### config.mk
export PLATFORM = sky130hd
export DESIGN_NAME = serial_adder_ctrl_flat
export DESIGN_NICKNAME = d
export VERILOG_FILES = /design/src/rtl/serial_adder_ctrl_if.sv /design/src/rtl/serial_adder_ctrl.sv /design/src/flat_wrapper.sv
export SDC_FILE = /design/constraint.sdc
export NUM_CORES = 1
export LEC_CHECK = 0
export CORE_MARGIN = 8
export CORE_UTILIZATION = 52
export CTS_BUF_LIST = sky130_fd_sc_hd__clkbuf_8
export CTS_CLUSTER_DIAMETER = 100
export CTS_CLUSTER_SIZE = 30
export DETAILED_ROUTE_END_ITERATION = 8
export PLACE_DENSITY = 0.78
export SLEW_MARGIN = 30
export SYNTH_ARGS = -nofsm -noshare
export SYNTH_HDL_FRONTEND = slang
export SYNTH_SLANG_ARGS = --single-unit
export TNS_END_PERCENT = 50
### constraint.sdc
create_clock -name clk -period 1.7 [get_ports clk]
set_clock_uncertainty 0.05 [all_clocks]
set_input_delay 0.34 -clock clk [delete_from_list [all_inputs] [get_ports clk]]
set_output_delay 0.34 -clock clk [all_outputs]
set_load 0.02 [all_outputs]
### src/rtl/serial_adder_ctrl_if.sv
// ----------------------------------------------------------------------------
// serial_adder_ctrl_if
// Bundles the operand/result handshake of serial_adder_ctrl together with the
// wires to the shared one-bit adder cell.
//   master : operand source side; it also hosts the one-bit cell, so it drives
//            cell_c1 / cell_sum back to the sequencer.
//   slave  : the sequencer (serial_adder_ctrl).
// Signals:
//   start, a_in[W], b_in[W], cin       request and operands
//   busy, done, sum_out[W], cout       status and result
//   cell_a, cell_b, cell_c0            sequencer -> cell inputs
//   cell_c1, cell_sum                  cell -> sequencer (combinational)
// ----------------------------------------------------------------------------
interface serial_adder_ctrl_if #(
  parameter int W = 8
);
  logic         start;
  logic [W-1:0] a_in;
  logic [W-1:0] b_in;
  logic         cin;
  logic         busy;
  logic         done;
  logic [W-1:0] sum_out;
  logic         cout;
  logic         cell_a;
  logic         cell_b;
  logic         cell_c0;
  logic         cell_c1;
  logic         cell_sum;

  modport master (
    output start, a_in, b_in, cin, cell_c1, cell_sum,
    input  busy, done, sum_out, cout, cell_a, cell_b, cell_c0
  );

  modport slave (
    input  start, a_in, b_in, cin, cell_c1, cell_sum,
    output busy, done, sum_out, cout, cell_a, cell_b, cell_c0
  );
endinterface

### src/rtl/serial_adder_ctrl.sv
// ----------------------------------------------------------------------------
// serial_adder_ctrl
// Bit-serial W-bit adder sequencer that time-shares one external one-bit adder
// cell. Operands are latched on an accepted start, one bit is processed per
// clock LSB first, the carry is registered between steps, and the result is
// presented with a one-cycle done pulse.
// Ports:
//   clk      rising-edge clock
//   rst      synchronous reset, active-high
//   bus      serial_adder_ctrl_if.slave (start/a_in/b_in/cin in,
//            busy/done/sum_out/cout out, cell_a/cell_b/cell_c0 out,
//            cell_c1/cell_sum in)
// Parameters:
//   W            operand width (>= 1)
//   APPROX_BITS  number of approximate LSBs (0..W), only with APPROX_LSB_EN
// Configuration macro:
//   APPROX_LSB_EN  when defined, bits below APPROX_BITS bypass the cell and use
//                  sum = a|b, carry = a&b; otherwise every bit is exact.
// ----------------------------------------------------------------------------
module serial_adder_ctrl #(
  parameter int W           = 8,
  parameter int APPROX_BITS = 4
) (
  input  logic               clk,
  input  logic               rst,
  serial_adder_ctrl_if.slave bus
);

  localparam int            CW       = (W > 1) ? $clog2(W) : 1;
  localparam logic [CW-1:0] LAST_CNT = CW'(W - 1);

  // Catch illegal configurations at elaboration time.
  if ((W < 1) || (APPROX_BITS < 0) || (APPROX_BITS > W)) begin : g_bad_cfg
    $error("serial_adder_ctrl: W must be >= 1 and APPROX_BITS within 0..W");
  end

  typedef enum logic [1:0] {
    S_IDLE = 2'd0,
    S_RUN  = 2'd1,
    S_DONE = 2'd2
  } state_t;

  state_t        state_r;
  logic [W-1:0]  a_r;
  logic [W-1:0]  b_r;
  logic [W-1:0]  sum_sh_r;
  logic [W-1:0]  sum_out_r;
  logic [CW-1:0] count_r;
  logic          carry_r;
  logic          cout_r;
  logic          busy_r;
  logic          done_r;

  logic          approx_s;
  logic          sum_bit_s;
  logic          carry_next_s;
  logic          cell_a_s;
  logic          cell_b_s;
  logic          cell_c0_s;
  logic [W-1:0]  sum_next_s;
  logic          unused_s;

  // Bit currently processed is approximate (only when the feature is built in).
`ifdef APPROX_LSB_EN
  assign approx_s = (int'(count_r) < APPROX_BITS);
`else
  assign approx_s = 1'b0;
`endif

  // Drive the shared cell only for exact bits while running; park it at 0 otherwise.
  always_comb begin
    cell_a_s  = 1'b0;
    cell_b_s  = 1'b0;
    cell_c0_s = 1'b0;
    if ((state_r == S_RUN) && !approx_s) begin
      cell_a_s  = a_r[0];
      cell_b_s  = b_r[0];
      cell_c0_s = carry_r;
    end else begin
      cell_a_s  = 1'b0;
      cell_b_s  = 1'b0;
      cell_c0_s = 1'b0;
    end
  end

  // Select the per-bit sum/carry source: OR/AND shortcut or the cell result.
  always_comb begin
    sum_bit_s    = 1'b0;
    carry_next_s = 1'b0;
    if (approx_s) begin
      sum_bit_s    = a_r[0] | b_r[0];
      carry_next_s = a_r[0] & b_r[0];
    end else begin
      sum_bit_s    = bus.cell_sum;
      carry_next_s = bus.cell_c1;
    end
  end

  // New bit enters at the MSB; after W steps bit 0 has reached position 0.
  if (W == 1) begin : g_sum_w1
    assign sum_next_s = sum_bit_s;
  end else begin : g_sum_wn
    assign sum_next_s = {sum_bit_s, sum_sh_r[W-1:1]};
  end

  // sum_sh_r[0] is always shifted out before it is needed.
  assign unused_s = sum_sh_r[0];

  // Sequencer FSM with registered status and result outputs.
  always_ff @(posedge clk) begin
    if (rst) begin
      state_r   <= S_IDLE;
      a_r       <= {W{1'b0}};
      b_r       <= {W{1'b0}};
      sum_sh_r  <= {W{1'b0}};
      sum_out_r <= {W{1'b0}};
      count_r   <= {CW{1'b0}};
      carry_r   <= 1'b0;
      cout_r    <= 1'b0;
      busy_r    <= 1'b0;
      done_r    <= 1'b0;
    end else begin
      case (state_r)
        S_IDLE: begin
          done_r <= 1'b0;
          if (bus.start) begin
            a_r      <= bus.a_in;
            b_r      <= bus.b_in;
            carry_r  <= bus.cin;
            count_r  <= {CW{1'b0}};
            sum_sh_r <= {W{1'b0}};
            busy_r   <= 1'b1;
            state_r  <= S_RUN;
          end else begin
            busy_r   <= 1'b0;
          end
        end
        S_RUN: begin
          sum_sh_r <= sum_next_s;
          carry_r  <= carry_next_s;
          a_r      <= a_r >> 1'b1;
          b_r      <= b_r >> 1'b1;
          if (count_r == LAST_CNT) begin
            // Count stops at W-1, so it never wraps.
            sum_out_r <= sum_next_s;
            cout_r    <= carry_next_s;
            done_r    <= 1'b1;
            state_r   <= S_DONE;
          end else begin
            count_r   <= count_r + CW'(1);
          end
        end
        S_DONE: begin
          done_r  <= 1'b0;
          busy_r  <= 1'b0;
          state_r <= S_IDLE;
        end
        default: begin
          done_r  <= 1'b0;
          busy_r  <= 1'b0;
          state_r <= S_IDLE;
        end
      endcase
    end
  end

  assign bus.busy    = busy_r;
  assign bus.done    = done_r;
  assign bus.sum_out = sum_out_r;
  assign bus.cout    = cout_r;
  assign bus.cell_a  = cell_a_s;
  assign bus.cell_b  = cell_b_s;
  assign bus.cell_c0 = cell_c0_s;

endmodule

### src/flat_wrapper.sv
// flat-port wrapper written by rule: the top's interface ports become plain ports
module serial_adder_ctrl_flat 
#(
  parameter int W           = 8,
  parameter int APPROX_BITS = 4
)
  (clk, rst, bus_start, bus_a_in, bus_b_in, bus_cin, bus_cell_c1, bus_cell_sum, bus_busy, bus_done, bus_sum_out, bus_cout, bus_cell_a, bus_cell_b, bus_cell_c0);
  serial_adder_ctrl_if #(.W(W)) bus_i ();
  input  logic clk;
  input  logic rst;
  input wire logic [$bits(bus_i.start)-1:0] bus_start;
  input wire logic [$bits(bus_i.a_in)-1:0] bus_a_in;
  input wire logic [$bits(bus_i.b_in)-1:0] bus_b_in;
  input wire logic [$bits(bus_i.cin)-1:0] bus_cin;
  input wire logic [$bits(bus_i.cell_c1)-1:0] bus_cell_c1;
  input wire logic [$bits(bus_i.cell_sum)-1:0] bus_cell_sum;
  output wire logic [$bits(bus_i.busy)-1:0] bus_busy;
  output wire logic [$bits(bus_i.done)-1:0] bus_done;
  output wire logic [$bits(bus_i.sum_out)-1:0] bus_sum_out;
  output wire logic [$bits(bus_i.cout)-1:0] bus_cout;
  output wire logic [$bits(bus_i.cell_a)-1:0] bus_cell_a;
  output wire logic [$bits(bus_i.cell_b)-1:0] bus_cell_b;
  output wire logic [$bits(bus_i.cell_c0)-1:0] bus_cell_c0;
  assign bus_i.start = bus_start;
  assign bus_i.a_in = bus_a_in;
  assign bus_i.b_in = bus_b_in;
  assign bus_i.cin = bus_cin;
  assign bus_i.cell_c1 = bus_cell_c1;
  assign bus_i.cell_sum = bus_cell_sum;
  assign bus_busy = bus_i.busy;
  assign bus_done = bus_i.done;
  assign bus_sum_out = bus_i.sum_out;
  assign bus_cout = bus_i.cout;
  assign bus_cell_a = bus_i.cell_a;
  assign bus_cell_b = bus_i.cell_b;
  assign bus_cell_c0 = bus_i.cell_c0;
  serial_adder_ctrl #(.W(W), .APPROX_BITS(APPROX_BITS)) u_core (.clk(clk), .rst(rst), .bus(bus_i));
endmodule
# Yosys cells after proc, flatten, opt, wreduce, memory -nomap -nowiden

Index checks and enable logic that the tools add are counted.

Bits in registers: 41
Bits of input ports: 22
Output and inout port bits: 14
Logic and storage cells: 43

$add $sub $neg: 1
Equal/unequal tests: 5
Multiplexer cells: 19
Bitwise logic cells: 1
Reductions and logical operators: 7

Operator list:

| kind                                                                  | number |
|---|---|
| 8-bit case mux with 2 select lines                                    | 3 |
| 8-bit two-way mux                                                     | 3 |
| 3-bit two-way mux                                                     | 2 |
| 2-bit != test, second input constant                                  | 3 |
| 3-bit case mux with 2 select lines                                    | 1 |
| 2-bit AND reduction                                                   | 3 |
| 1-bit two-way mux                                                     | 5 |
| 2-bit two-way mux                                                     | 2 |
| 1-bit case mux with 2 select lines                                    | 2 |
| 2-bit case mux with 2 select lines                                    | 1 |
| 3-bit by 1-bit adder with 3-bit output, second input constant         | 1 |
| 3-bit equality test, second input constant                            | 1 |
| 3-bit AND reduction                                                   | 1 |
| 2-bit by 1-bit equality test with 1-bit output, second input constant | 1 |
| 2-bit zero test                                                       | 1 |
| 2-bit nonzero test                                                    | 1 |
| 2-bit OR reduction                                                    | 1 |
| 1-bit inverter                                                        | 1 |

# Longest topological paths before layout

Gate-level depths: netlist (run 1).

Depth after elaboration: 3
Mapped depth: 6
Gate-level depth less buffers: 5

# Worst setup path before layout (run 1)

Ideal clock, no wire load.

Path kind: reg2out
Start point: reg u_core.state_r[0]
End point: out bus_cell_a
Arrival time: 976 ps
Required time: 1310 ps
Setup slack: 334 ps
Cell stages (with the launch flop): 5
Path buffers: 2
Cell sequence: dfxtp_1 buf_6 nor2b_1 buf_2 and2_1

Longest elaborated chain between the ends: 2

RTL lines:

| what                                           | RTL line                 | source |
|---|---|---|
| from (decl)                                    | serial_adder_ctrl.sv:43  | `state_t state_r;` |
| from (signal assigned)                         | serial_adder_ctrl.sv:112 | `state_r <= S_IDLE;` |
| from (signal assigned)                         | serial_adder_ctrl.sv:133 | `state_r <= S_RUN;` |
| from (signal assigned)                         | serial_adder_ctrl.sv:148 | `state_r <= S_DONE;` |
| 2-bit by 1-bit equality test with 1-bit output | serial_adder_ctrl.sv:75  | `if ((state_r == S_RUN) && !approx_s) begin` |
| 1-bit two-way mux                              | serial_adder_ctrl.sv:75  |  |
| to (decl)                                      | flat_wrapper.sv:21       | `output wire logic [$bits(bus_i.cell_a)-1:0] bus_cell_a;` |

Every way passes these cells.

# Final worst setup path (run 1)

Start point: reg u_core.done_r (netlist: u_core.bus.done)
End point: out bus_done

RTL lines:

| what                   | RTL line                 | source |
|---|---|---|
| from (decl)            | serial_adder_ctrl.sv:52  | `logic done_r;` |
| from (signal assigned) | serial_adder_ctrl.sv:121 | `done_r <= 1'b0;` |
| from (signal assigned) | serial_adder_ctrl.sv:125 | `done_r <= 1'b0;` |
| from (signal assigned) | serial_adder_ctrl.sv:147 | `done_r <= 1'b1;` |
| to (decl)              | flat_wrapper.sv:18       | `output wire logic [$bits(bus_i.done)-1:0] bus_done;` |

No word-level cell between the ends.

==> metrics, run 1 <==
sequential fraction of the synthesis area 47.7%; grt ovf 0; Async SR Flop Fraction 0%; I/O Buffers 35; Clock Tree Root clkbuf_8; Setup CP Type register to primary output; 1st-iter DRT viols 91; RePlAce Congestion 0.762; 1st-pass router iterations 4; CP bufs+invs 1; largest net degree at the start of global routing 28; n_diodes 0; Max Buffers Root-to-Sink 2; endpoints failing hold 0; Die Area 5300 sq um; Worst-path clk slew 0.07 ns; placed cells 260; worst-path maximum fanout 2; Tcrit/Tclk final 95.6%; Cells after Synth 185; Synth Register Bits 40; hold path cells 2; CTS tree yes; critical path data required time 1.31 ns; CP top delay family buffers and inverters; cell with the most instances after synthesis dfxtp_1; RSZ-0062 raised after global routing no; drt wl/cell 13.5 microns; PD cells 872 nW/um^2; total wire length 3620 microns; Antenna Nets Post-Route 0; initial antenna violation count 0; Synth Net Count 210; drt drc 0; Slew HR 76.5%; Worst Slack Setup Final 0.0748 ns; Rows 20; CTS Sinks 40; CTS Hold Bufs 0; number of synthesized flops with an enable pin 0; synth top area cells dfxtp_1 48%, a211oi_1 7.2%, nor2_1 6.5%; via count 1456; Final setup viols 0; Total Routing Usage GR 13.7%; detailed-placement wirelength estimate 2720 microns; via/cell ratio 5.43; core area 3050 sq um; clock insertion delay at the later pin of the skew report 0.28 ns; CTS Buf Count 5; MaxCap Viol Count 0; H-tree depth 2; area grow syn2layout 28.5%; Syn. warnings 0; critical path data arrival time 1.24 ns; critical path's slowest cell clkdlybuf4s50_1; Final nets 248; top_reg_cell synth dfxtp_1; Hold Crit Class register to register; crit end category primary output; Slew @ Worst Pin 0.351 ns; layout cells sized above 1 9.82%; area leader, netlist dfxtp_1; post-place setup slack -0.0623 ns; worst-path cell chain clkdlybuf4s50_1; synthesized area per cell 9.08 sq um; Die Width 72.8 microns; crit path launch type register; first-pass GRT wire length 5890 microns; Synth cell types 30; vias in the first global route 1370; Achievable Freq 615 MHz; synth cell count leaders 40 x dfxtp_1, 29 x nor2_1, 16 x a211oi_1; fin. max-slew vios 0; Layout Cells excl Fill 268; die height 72.8 microns; WP depth 1; leak pwr 0.814 nW; reg2reg path depth 4; Fin Setup TNS 0 ns; Yosys top cell area share 47.7%; initial core utilization 55.0%; CP peak stage delay 0.61 ns; status complete, no violations; Max IR drop VDD 0.572 mV; I/O pin cnt 36; area of the mapped netlist 1680 sq um; Tmin final 1.63 ns
==> placed cells by master (no fill, tap or decap), types with 3 or more instances in the layout <==
cell type         n
clkbuf_8          6
nor2_1           29
nand3_1          13
inv_1             3
o21ai_0           3
dfxtp_1          40
a211oi_1         16
buf_4            10
a21oi_1          12
nand2_1          13
clkdlybuf4s50_1  32
o2bb2ai_1         4
mux2i_1          10
clkbuf_2          3
and2_1            3
ha_1              3
a22oi_1           7
a31oi_1           3
==> registers in the layout, indices dropped and copies added (netlist names) <==
register,cells
u_core.bus.sum_out,8
u_core.bus.cout,1
u_core.sum_sh_r,7
u_core.state_r,2
u_core.bus.done,1
u_core.a_r,8
u_core.carry_r,1
u_core.bus.busy,1
u_core.b_r,8
u_core.count_r,3
==> repair_timing <==
action / CTS / global route
resized for setup: 7 / 3
gates cloned: 0 / 0
setup endpoints to repair: 3 / 3
buffers inserted: 0 / 0
==> power breakdown <==
part	leakage, nW	internal (mW)	switching [mW]
Sequential	0.327	0.982	0.0245
Combinational	0.433	0.130	0.126
Clock	0.0538	0.319	0.301
==> metrics by stage <==
| stage | utilization (%) | area, sq um | total power, mW | hold WS (ns) |
|---|---|---|---|---|
| 2_1_floorplan | - | 1680 | 1.19 | 0.404 |
| 5_1_grt | 70.7 | 2160 | 1.96 | 0.438 |
| 6_report | 70.7 | 2160 | 1.88 | 0.406 |
| 3_3_place_gp | 68.2 | 2080 | 1.27 | 0.392 |
| 3_5_place_dp | 68.2 | 2080 | 1.29 | 0.400 |
| 4_1_cts | 71.2 | 2170 | 1.90 | 0.410 |
==> layout make-up <==
class,count,area [sq um]
Clock buffer,6,82.6
Clock inverter,2,7.51
Fill cell,263,895
Inverter,2,7.51
Multi-Input combinational cell,128,774
Sequential cell,40,801
Tap cell,44,55.1
Timing Repair Buffer,46,430
==> worst register-to-register path, stage by stage, from the launching register on <==
cell and delay (ns):
dfxtp_1 0.33, buf_4 0.32, clkinv_1 0.33, o21ai_0 0.22, nor3b_1 0.19
==> routing by layer <==
metal,track usage (%),vias to the layer above,routed length (microns)
li1,-,735,-
met1,15.0,671,1540
met2,23.0,45,1790
met3,5.22,5,232
met4,5.78,0,53
met5,0,-,0
==> path summary, 6_finish.rpt <==
path                                      startpoint                            endpoint  slack (ns)
setup / recovery        u_core.bus.done$_SDFFE_PP0N_                            bus_done        0.07
hold / removal    u_core.bus.sum_out[6]$_SDFFE_PP0P_  u_core.bus.sum_out[6]$_SDFFE_PP0P_        0.41
setup reg to reg      u_core.state_r[0]$_SDFFE_PP0P_      u_core.state_r[0]$_SDFFE_PP0P_        0.19
hold reg to reg   u_core.bus.sum_out[6]$_SDFFE_PP0P_  u_core.bus.sum_out[6]$_SDFFE_PP0P_        0.41
==> logic make-up after synthesis <==
family	synth area share (%)
AND/OR/NAND/NOR	18.2
AO/OA/AOI/OAI	19.6
flip-flops	47.7
buffers and inverters	6.33
multiplexers	5.96
adder cells (fa/ha/maj)	2.24
(Power assumes the default switching activity.)
==> inputs of run 2 (changes only) <==
--- a/config.mk
+++ b/config.mk
@@ -9,7 +9,6 @@
 export CORE_UTILIZATION = 52
 export CTS_BUF_LIST = sky130_fd_sc_hd__clkbuf_8
 export CTS_CLUSTER_DIAMETER = 100
-export CTS_CLUSTER_SIZE = 30
 export DETAILED_ROUTE_END_ITERATION = 8
 export PLACE_DENSITY = 0.78
 export SLEW_MARGIN = 30
==> results of run 2 <==
Final layout, timing and power as in run 1 (identical DEF).
